`src/rtl/mem_access.sv`:
```
// rtl/mem_access.sv - MIPS32 EX->WB memory-access stage
// Runs the load/store bus handshake, aligns load data and registers the MEM/WB outputs.
module mem_access (
  input  logic        clk,
  input  logic        rst_n,
  input  logic        in_valid,
  input  logic [3:0]  in_mem_op,
  input  logic [31:0] in_alu_out,
  input  logic [31:0] in_store_data,
  input  logic [4:0]  in_wb_reg,
  input  logic        in_wb_en,
  output logic        stall,
  output logic        bus_req,
  output logic        bus_we,
  output logic [31:0] bus_addr,
  output logic [3:0]  bus_be,
  output logic [31:0] bus_wdata,
  input  logic [31:0] bus_rdata,
  input  logic        bus_ack,
  output logic        wb_valid,
  output logic        wb_en,
  output logic [4:0]  wb_reg,
  output logic [31:0] wb_data,
  output logic        addr_err,
  output logic [31:0] bad_vaddr
);
  localparam logic [3:0] OP_LB = 4'd1, OP_LBU = 4'd2, OP_LH = 4'd3, OP_LHU = 4'd4;
  localparam logic [3:0] OP_LW = 4'd5, OP_SB = 4'd6, OP_SH = 4'd7, OP_SW = 4'd8;

  typedef enum logic {IDLE, BUSY} state_t;
  state_t state;

  logic [3:0]  op_q;
  logic [1:0]  off_q;
  logic [4:0]  reg_q;
  logic        wen_q;

  logic [1:0]  off;
  logic        is_mem, is_store, is_byte, is_half, aligned;
  logic [3:0]  be_c;
  logic [31:0] wdata_c;

  assign off      = in_alu_out[1:0];
  assign is_mem   = in_mem_op inside {[OP_LB:OP_SW]};
  assign is_store = in_mem_op inside {[OP_SB:OP_SW]};
  assign is_byte  = in_mem_op inside {OP_LB, OP_LBU, OP_SB};
  assign is_half  = in_mem_op inside {OP_LH, OP_LHU, OP_SH};
  assign aligned  = is_byte || (is_half && !off[0]) || (off == 2'b00);

  assign stall = (state == IDLE && in_valid && is_mem && aligned) ||
                 (state == BUSY && !bus_ack);

  always_comb begin
    be_c    = 4'b1111;
    wdata_c = in_store_data;
    case (in_mem_op)
      OP_SB: begin
        be_c    = 4'b0001 << off;
        wdata_c = {4{in_store_data[7:0]}};
      end
      OP_SH: begin
        be_c    = off[1] ? 4'b1100 : 4'b0011;
        wdata_c = {2{in_store_data[15:0]}};
      end
      default: ;
    endcase
  end

  // Little-endian lane pick: byte lane by full offset, halfword lane by offset[1].
  function automatic logic [31:0] load_align(input logic [3:0] op, input logic [1:0] a,
                                             input logic [31:0] rdata);
    logic [7:0]  b;
    logic [15:0] h;
    b = rdata[{a, 3'b000} +: 8];
    h = a[1] ? rdata[31:16] : rdata[15:0];
    case (op)
      OP_LB:   load_align = {{24{b[7]}}, b};
      OP_LBU:  load_align = {24'd0, b};
      OP_LH:   load_align = {{16{h[15]}}, h};
      OP_LHU:  load_align = {16'd0, h};
      default: load_align = rdata;
    endcase
  endfunction

  always_ff @(posedge clk or negedge rst_n) begin
    if (!rst_n) begin
      state     <= IDLE;
      bus_req   <= 1'b0;
      bus_we    <= 1'b0;
      bus_addr  <= 32'd0;
      bus_be    <= 4'd0;
      bus_wdata <= 32'd0;
      wb_valid  <= 1'b0;
      wb_en     <= 1'b0;
      wb_reg    <= 5'd0;
      wb_data   <= 32'd0;
      addr_err  <= 1'b0;
      bad_vaddr <= 32'd0;
      op_q      <= 4'd0;
      off_q     <= 2'd0;
      reg_q     <= 5'd0;
      wen_q     <= 1'b0;
    end else begin
      wb_valid <= 1'b0;
      addr_err <= 1'b0;
      case (state)
        IDLE: begin
          if (in_valid) begin
            if (!is_mem) begin
              wb_valid <= 1'b1;
              wb_en    <= in_wb_en;
              wb_reg   <= in_wb_reg;
              wb_data  <= in_alu_out;
            end else if (!aligned) begin
              wb_valid  <= 1'b1;
              wb_en     <= 1'b0;
              wb_reg    <= in_wb_reg;
              wb_data   <= 32'd0;
              addr_err  <= 1'b1;
              bad_vaddr <= in_alu_out;
            end else begin
              bus_req   <= 1'b1;
              bus_we    <= is_store;
              bus_addr  <= {in_alu_out[31:2], 2'b00};
              bus_be    <= be_c;
              bus_wdata <= wdata_c;
              op_q      <= in_mem_op;
              off_q     <= off;
              reg_q     <= in_wb_reg;
              wen_q     <= in_wb_en;
              state     <= BUSY;
            end
          end
        end
        BUSY: begin
          if (bus_ack) begin
            bus_req  <= 1'b0;
            wb_valid <= 1'b1;
            wb_reg   <= reg_q;
            if (op_q inside {[OP_SB:OP_SW]}) begin
              wb_en   <= 1'b0;
              wb_data <= 32'd0;
            end else begin
              wb_en   <= wen_q;
              wb_data <= load_align(op_q, off_q, bus_rdata);
            end
            state <= IDLE;
          end
        end
        default: state <= IDLE;
      endcase
    end
  end
endmodule

```
`config.mk`:
```
export PLATFORM = sky130hd
export DESIGN_NAME = mem_access
export DESIGN_NICKNAME = d
export VERILOG_FILES = /design/src/rtl/mem_access.sv
export SDC_FILE = /design/constraint.sdc
export NUM_CORES = 1
export LEC_CHECK = 0
export BUFFER_PORTS_ARGS = -buffer_cell sky130_fd_sc_hd__buf_2
export CELL_PAD_IN_SITES_DETAIL_PLACEMENT = 1
export CELL_PAD_IN_SITES_GLOBAL_PLACEMENT = 1
export CORE_UTILIZATION = 39
export DETAILED_ROUTE_END_ITERATION = 6
export PLACE_DENSITY_LB_ADDON = 0.1
export SYNTH_ARGS = -nofsm -noshare
export SYNTH_HDL_FRONTEND = slang
export SYNTH_SLANG_ARGS = --single-unit
```
`constraint.sdc`:
```
create_clock -name clk -period 2.5 [get_ports clk]
set_input_delay 0.25 -clock clk [delete_from_list [all_inputs] [get_ports clk]]
set_output_delay 0.25 -clock clk [all_outputs]
set_load 0.05 [all_outputs]
```
# After elaboration in Yosys (flattened, before gate mapping)
# Cells that the tools add are included.
# totals
register_bits	153
word_cells	100
input_bits	110
# op_classes
order_cmp	5
n_reduce_logical	20
shift	2
bitwise_logic	2
n_eq_ne	15
n_mux	40
# op_table
cell	n
2-to-1 mux 32 bit	5
one-hot mux 32 bit (2 select lines)	2
one-hot mux 32 bit (4 select lines)	1
indexed part select 32 x 6 -> 8 bit	1
2-to-1 mux 1 bit	20
2-to-1 mux 5 bit	4
== test 4 x 2 -> 1 bit, second input constant	4
== test 4 x 3 -> 1 bit, second input constant	4
2-to-1 mux 16 bit	1
AND reduction 4 bit	3
one-hot mux 5 bit (2 select lines)	1
== test 4 x 1 -> 1 bit, second input constant	2
greater-or-equal comparator 4 x 3 -> 1 bit, second input constant	2
<= comparator 4 bit, second input constant	2
logical AND 1 bit	8
inequality test 2 bit, second input constant	4
one-hot mux 1 bit (2 select lines)	4
one-hot mux 4 bit (2 select lines)	1
nonzero test 3 bit	2
greater-or-equal comparator 4 x 1 -> 1 bit, second input constant	1
2-to-1 mux 4 bit	1
<< shifter 1 x 2 -> 4 bit, first input constant	1
logical OR 1 bit	3
inequality test 3 bit, second input constant	1
4 further kinds	6

# Logic depth before layout (Yosys ltp)
# Gate-level depths: netlist (run 1).
# depth
depth_word	9
mapped_depth	9
ltp_nobuf	5

# Least setup slack after synthesis (run 1)
# OpenSTA, ideal clock, no wires.
# synth_path
path_kind	in2out
start	input in_mem_op[0]
end	output stall
path_slack_ns	0.233
arrival_ns	2.017
path_stages	8
cell_sequence	buf_2 -> nor3b_1 -> o31ai_2 -> a211o_1 -> buf_2 -> buf_6 -> clkbuf_1 -> o21ai_0
# synth_via
elab_chain_len	7
word_cells_on_any_way	17
# synth_lines
item	line_no	text
from (decl)	7	input logic [3:0] in_mem_op,
== test 4 x 2 -> 1 bit or == test 4 x 3 -> 1 bit (tied branches)	47	assign is_half = in_mem_op inside {OP_LH, OP_LHU, OP_SH};
nonzero test 3 bit	47	
logical AND 1 bit	48	assign aligned = is_byte || (is_half && !off[0]) || (off == 2'b00);
logical OR 1 bit (2 in series)	48	
logical AND 1 bit (*)	50	assign stall = (state == IDLE && in_valid && is_mem && aligned) ||
logical OR 1 bit (*)	50	
to (decl)	12	output logic stall,
# Every way passes the cells marked *; elsewhere a longest branch is shown, timed or not.

# Worst setup path after layout (run 1)
# layout_path
start	register state
end	output stall
# layout_via
elab_chain_len	5
word_cells_on_any_way	6
# layout_lines
item	line_no	text
from (decl)	31	state_t state;
from (signal assigned)	87	state <= IDLE;
from (signal assigned)	131	state <= BUSY;
from (signal assigned)	147	state <= IDLE;
inverter 1 bit (no line)	n/a	
logical AND 1 bit (3 in series)	50	
logical OR 1 bit (*)	50	
# Marked as above.

==> flow_metrics.py, run 1 <==
metrics = {
    "sta": {
        "drv_slew": 0,
        "timing.fmax_mhz": 417,
        "fin_crit_ps": 2400,
        "rsz0062_at_grt": "false",
        "finalHoldViolations": 0,
        "finalSetupViolations": 0,
        "setup-tns-final_ps": 0,
        "clock_skew_ps": 10.8,
        "maxSlewHeadroom": 0.544,
        "worstMarginPinSlew_ps": 684,
        "period_share": 0.958,
    },
    "finish": {
        "fillCellCount": 2095,
        "seq_area_mm2": 0.00383,
        "nets": 1025,
        "multi_input_area_mm2": 0.00335,
        "biggestRegsByFlops": "bad_vaddr x32, bus_wdata x32, wb_data x32",
        "postLayoutCoreUtil": 0.515,
        "area_growth_pct": 29.0,
        "drive_above_1_share": 0.440,
    },
    "detailed_routing": {
        "num_vias": 6308,
        "drtIter0Drc": 264,
        "dr.pass1.iters": 4,
        "antenna_left": 0,
        "wl_um": 23600,
        "post_drt_wl_per_cell_um": 20.3,
        "drc_errors": 0,
        "vias_per_cell": 5.42,
    },
    "die": {
        "die_h_um": 140,
        "rows": 50,
        "core_area_mm2": 0.0187,
        "die_area_mm2": 0.0197,
        "start_util": 0.399,
        "dieWidth_um": 140,
        "ios": 253,
    },
    "grt": {
        "grt_pass1_vias": 6769,
        "globalRouteOverflowTotal": 0,
        "antenna_found_initial": 2,
        "grt_max_degree": 71,
        "track_usage": 0.248,
        "grt_pass1_wl_um": 37700,
    },
    "synth": {
        "yosys_warnings": 0,
        "synth.avg_cell_area_um2": 11.1,
        "syn_area_mm2": 0.00747,
        "synth_cell_types": 52,
        "synthArstFlopShare": 1.00,
        "synth_cells": 671,
        "ys_ff_latch": 153,
        "synth-seq-area-share": 0.513,
        "synth_ff_type": "dfrtp_1",
        "synth_edf_count": 0,
    },
    "placed_design": {
        "gp_congestion": 0.896,
        "dp_hpwl_um": 17700,
        "io_buffers": 250,
    },
    "clock_network": {
        "tritoncts": "built",
        "clock-root-buffer": "clkbuf_16",
        "clock_latency_ps": 420,
        "cts.reportedPaths.clkPinSlew_ps": 60,
        "cts_buffers": 17,
        "post_cts_buffers": 0,
        "htree_num_levels": 4,
        "cts_max_path_buffers": 2,
        "cts_num_sinks": 153,
    },
    "setup_path": {
        "slowest_stage": "a211o_4",
        "end_kind": "output port",
        "crit_buf_inv": 2,
        "critPathArrivalTime_ps": 2150,
        "start_kind": "register",
        "crit_type": "reg2out",
        "cp_max_fo": 18,
        "worst_ep_required_time_ps": 2250,
        "critPathMaxStageDelay_ps": 430,
        "critical_path.top_delay_family": "compound AO/OA/AOI/OAI gates",
        "path_cells": "buf_4, nand2b_1, a211o_4, o21ai_0, buf_2",
    },
    "power_and_ir_drop": {
        "internal-power_mw": 6.25,
        "vdd_ir_drop_max_v": 0.000551,
        "leakage_nw": 4.60,
        "power_frac_clock": 0.223,
        "share_comb_of_total_power": 0.462,
        "seq_power_share": 0.315,
        "p_per_area_mw_per_mm2": 1220,
        "p_sw_mw": 5.51,
        "p_sw_frac": 0.468,
    },
    "min_path": {
        "hp-class": "in2reg",
    },
    "flow_run": {
        "drv_cap": 0,
    },
    "run_status": {
        "status": "finished clean",
    },
}
## worst reg2reg max path, delay by kind of cell, from the launching register on
family	cells	cell delay, ps
and+or+nand+nor	3	1160
DFF	1	530
buffers and inverters	1	190
AOI/OAI and AO/OA	2	270
## worst paths after layout
kind | startpoint | to | depth (start not counted) | slack (ps)
min in group asynchronous | rst_n | wb_valid | 2 | 350
setup / recovery | state | stall | 5 | 100
hold reg to reg | bus_req | bus_req | 2 | 470
max in group asynchronous | rst_n | wb_data[6] | 3 | 1320
setup reg to reg | op_q[1] | wb_data[5] | 6 | 270
hold / removal | bus_ack | state | 2 | 80
## per-layer routing
layer,share of wire,global-route usage,wire length [um],vias to the layer above
met3,0.071,0.0650,1680,20
met5,0,0,0,-
met1,0.44,0.321,10400,3154
met4,0.015,0.0816,344,0
met2,0.47,0.405,11200,205
li1,-,-,-,2929
## final cells by class
cell class | instances | share of cell area
sequential | 153 | 0.397
multi-input combinational | 459 | 0.347
timing repair buffer | 277 | 0.160
clock buffer | 20 | 0.0474
tap | 234 | 0.0304
clock inverter | 12 | 0.0144
inverter | 7 | 0.00273
antenna | 2 | 0.000520
## power groups by stage
stage	Combinational, mW	Sequential, mW	Clock, mW
floorplan	1.58	6.11	0
CTS	5.46	3.71	2.66
global route	5.74	3.82	2.77
detailed placement	5.46	3.75	0
global placement	5.33	3.68	0
finish	5.44	3.71	2.62
## layout by cell type (no fill, tap or decap), types with 6 or more instances in the layout
cell       netlist  final
mux2_4          13     13
buf_2           17    249
mux2_2          75     75
nand2_1         56     56
nor2b_1          9      9
o221ai_1         8      8
clkbuf_16        0     17
nor2_1          68     68
or4b_1           7      7
buf_12           0      6
a221o_1         10      9
a221oi_1        22     22
buf_4            5     20
a31oi_1         16     16
mux2i_1         39     39
o21ai_0         51     51
a21oi_1         42     42
dfrtp_1        153    153
inv_1            7      7
## stage by stage
step | hold WS, ps | instance area [um^2] | worst slack, ps | instances | power (mW)
6_report | 79.6 | 9630 | 104 | 1164 | 11.8
5_1_grt | 69.7 | 9630 | 48.0 | 1163 | 12.3
4_1_cts | 69.3 | 9620 | 76.7 | 1162 | 11.8
3_5_place_dp | 250 | 9020 | 115 | 1129 | 9.20
3_3_place_gp | 242 | 9020 | 274 | 1129 | 9.02
2_1_floorplan | -45.6 | 7470 | 233 | 672 | 7.69
## repair_timing
item | 4_1_cts | 5_1_grt
setup endpoints to repair | 0 | 14
hold buffers | 1 | 0
resized for setup | 0 | 1
endpoints found under the hold margin | 53 | 0
## synthesized netlist by cell type (2+ instances only)
cell type	instances	area, um^2
dfrtp_1	153	3830
mux2_2	75	845
nor2_1	68	255
nand2_1	56	210
o21ai_0	51	255
a21oi_1	42	210
mux2i_1	39	390
a221oi_1	22	193
clkbuf_1	21	78.8
buf_2	17	85.1
a31oi_1	16	100
mux2_4	13	195
a221o_1	10	100
nor2b_1	9	56.3
o221ai_1	8	70.1
buf_6	7	78.8
inv_1	7	26.3
or4b_1	7	70.1
buf_4	5	37.5
buf_1	3	11.3
nor3_1	3	15.0
nor3b_1	3	22.5
a211o_1	2	17.5
and3b_1	2	17.5
nand2b_1	2	12.5
nand3_1	2	10.0
or3b_1	2	17.5
xnor2_1	2	17.5
## kinds of logic after synthesis
group                     synth area share
and+or+nand+nor                      0.107
AOI/OAI and AO/OA                    0.140
DFF                                  0.513
muxes                                0.195
buffers and inverters               0.0426
xor gates and xnor gates           0.00235
other                             0.000502
Power figures use the tool's default switching activity.
==> run 2: changes to the inputs <==
CTS_BUF_LIST = sky130_fd_sc_hd__clkbuf_16   (was unset)
SKIP_CTS_REPAIR_TIMING = 1   (was unset)
==> run 2 against run 1 <==
Effect of this change: maximum frequency is essentially flat; die area is the same; register-to-register slack is essentially flat; count of clock-buffer cells in the layout shrank 3; via count grew 0.16%; sequential power is essentially flat; critical path depth is the same; global-route usage is essentially flat; hold slack is essentially flat; wire length shrank 0.21%; power shrank 0.67%; largest cell class unchanged.
==> flow_metrics.py, run 2 (synthesis gave the netlist of run 1 again) <==
metrics = {
    "sta": {
        "finalSetupViolations": 0,
        "setup-tns-final_ps": 0,
        "whs_ps": 79.5,
        "fin_ws_ps": 106,
        "clock_skew_ps": 10.7,
        "period_share": 0.958,
        "worstMarginPinSlew_ps": 684,
        "rsz0062_at_grt": "false",
        "finalHoldViolations": 0,
        "drv_slew": 0,
        "timing.fmax_mhz": 418,
        "maxSlewHeadroom": 0.544,
        "fin_crit_ps": 2390,
    },
    "power_and_ir_drop": {
        "p_per_area_mw_per_mm2": 1220,
        "vdd_ir_drop_max_v": 0.000551,
        "leakage_nw": 4.59,
    },
    "grt": {
        "antenna_found_initial": 2,
        "grt_pass1_wl_um": 37600,
        "track_usage": 0.248,
        "grt_pass1_vias": 6747,
        "grt_max_degree": 71,
        "globalRouteOverflowTotal": 0,
    },
    "detailed_routing": {
        "drc_errors": 0,
        "antenna_left": 0,
        "dr.pass1.iters": 4,
        "num_vias": 6318,
        "drtIter0Drc": 269,
        "wl_um": 23500,
        "vias_per_cell": 5.42,
        "post_drt_wl_per_cell_um": 20.2,
    },
    "finish": {
        "mostFrequentLayoutCell": "buf_2",
        "nets": 1025,
        "drive_above_1_share": 0.438,
        "final_cell_mix": "buf_2 (249), dfrtp_1 (153), mux2_2 (75)",
        "final_cells": 1165,
        "biggestRegsByFlops": "bad_vaddr x32, bus_wdata x32, wb_data x32",
        "stdcell_area_mm2": 0.00962,
        "area_growth_pct": 28.8,
    },
    "die": {
        "die_h_um": 140,
        "ios": 253,
        "core_area_mm2": 0.0187,
        "dieWidth_um": 140,
        "die_area_mm2": 0.0197,
        "start_util": 0.399,
        "rows": 50,
    },
    "run_status": {
        "status": "finished clean",
    },
    "clock_network": {
        "htree_num_levels": 4,
        "cts_num_sinks": 153,
        "cts_buffers": 17,
        "cts.reportedPaths.clkPinSlew_ps": 70,
        "clock-root-buffer": "clkbuf_16",
        "cts_max_path_buffers": 2,
        "clock_latency_ps": 420,
        "tritoncts": "built",
    },
    "setup_path": {
        "crit_type": "reg2out",
        "slowest_stage": "a211o_4",
        "start_kind": "register",
        "end_kind": "output port",
        "path_cells": "buf_4, nand2b_1, a211o_4, o21ai_0, buf_2",
        "cp_max_fo": 18,
        "critPathMaxStageDelay_ps": 430,
        "critPathArrivalTime_ps": 2140,
        "worst_ep_required_time_ps": 2250,
    },
    "placed_design": {
        "dp_hpwl_um": 17700,
        "io_buffers": 250,
        "place_area_mm2": 0.00902,
        "gp_congestion": 0.896,
        "place_ws_ps": 115,
        "placedCellCount": 1129,
    },
    "min_path": {
        "hp-class": "in2reg",
    },
    "flow_run": {
        "drv_cap": 0,
    },
}
run 2: cell types whose count changed in the layout (fill, tap and decap cells not counted):
cell | previous run | this run
clkinv_1 | 0 | 2
clkbuf_1 | 1 | 0
inv_1 | 7 | 8
diode_2 | 2 | 3
clkbuf_8 | 2 | 0
run 2: critical path: cells and delay by family (launching register included):
kind,cells,cell delay [ps]
AND/OR/NAND/NOR,1,240
flip-flops,1,380
buffers and inverters,2,510
AO/OA/AOI/OAI,2,590
run 2: path summary, 6_finish.rpt:
check	from	endpoint	slack, ps	cells past startpoint
max	state	stall	110	5
min	in_wb_reg[2]	reg_q[2]	80	2
max reg2reg	op_q[1]	wb_data[3]	280	6
min reg2reg	bus_req	bus_req	470	2
max in group asynchronous	rst_n	wb_data[8]	1320	3
min in group asynchronous	rst_n	wb_valid	350	2
run 2: per-stage QoR:
step	utilization	power (mW)
after floorplan	-	7.69
after global placement	0.482	9.02
after detailed placement	0.482	9.20
after CTS	0.513	11.8
after global routing	0.514	12.3
final	0.514	11.7
run 2: final cells by class:
cell class                 count  area, um^2
clock buffer                  17         425
sequential                   153        3830
multi-input combinational    459        3350
inverter                       7        26.3
clock inverter                15         150
tap                          234         293
antenna                        3        7.51
fill                        2094        9090
timing repair buffer         277        1540
run 2: layer usage:
layer / track usage / vias up / share of wire
li1: - / 2929 / -
met1: 0.321 / 3150 / 0.43
met2: 0.403 / 216 / 0.47
met3: 0.0663 / 23 / 0.077
met4: 0.0816 / 0 / 0.016
met5: 0 / - / 0
run 2: where the power goes:
part	total, mW	internal, mW	switching [mW]
combinational	5.43	1.49	3.94
clock	2.55	1.47	1.07
sequential	3.71	3.23	0.480
total	11.7	6.19	5.50
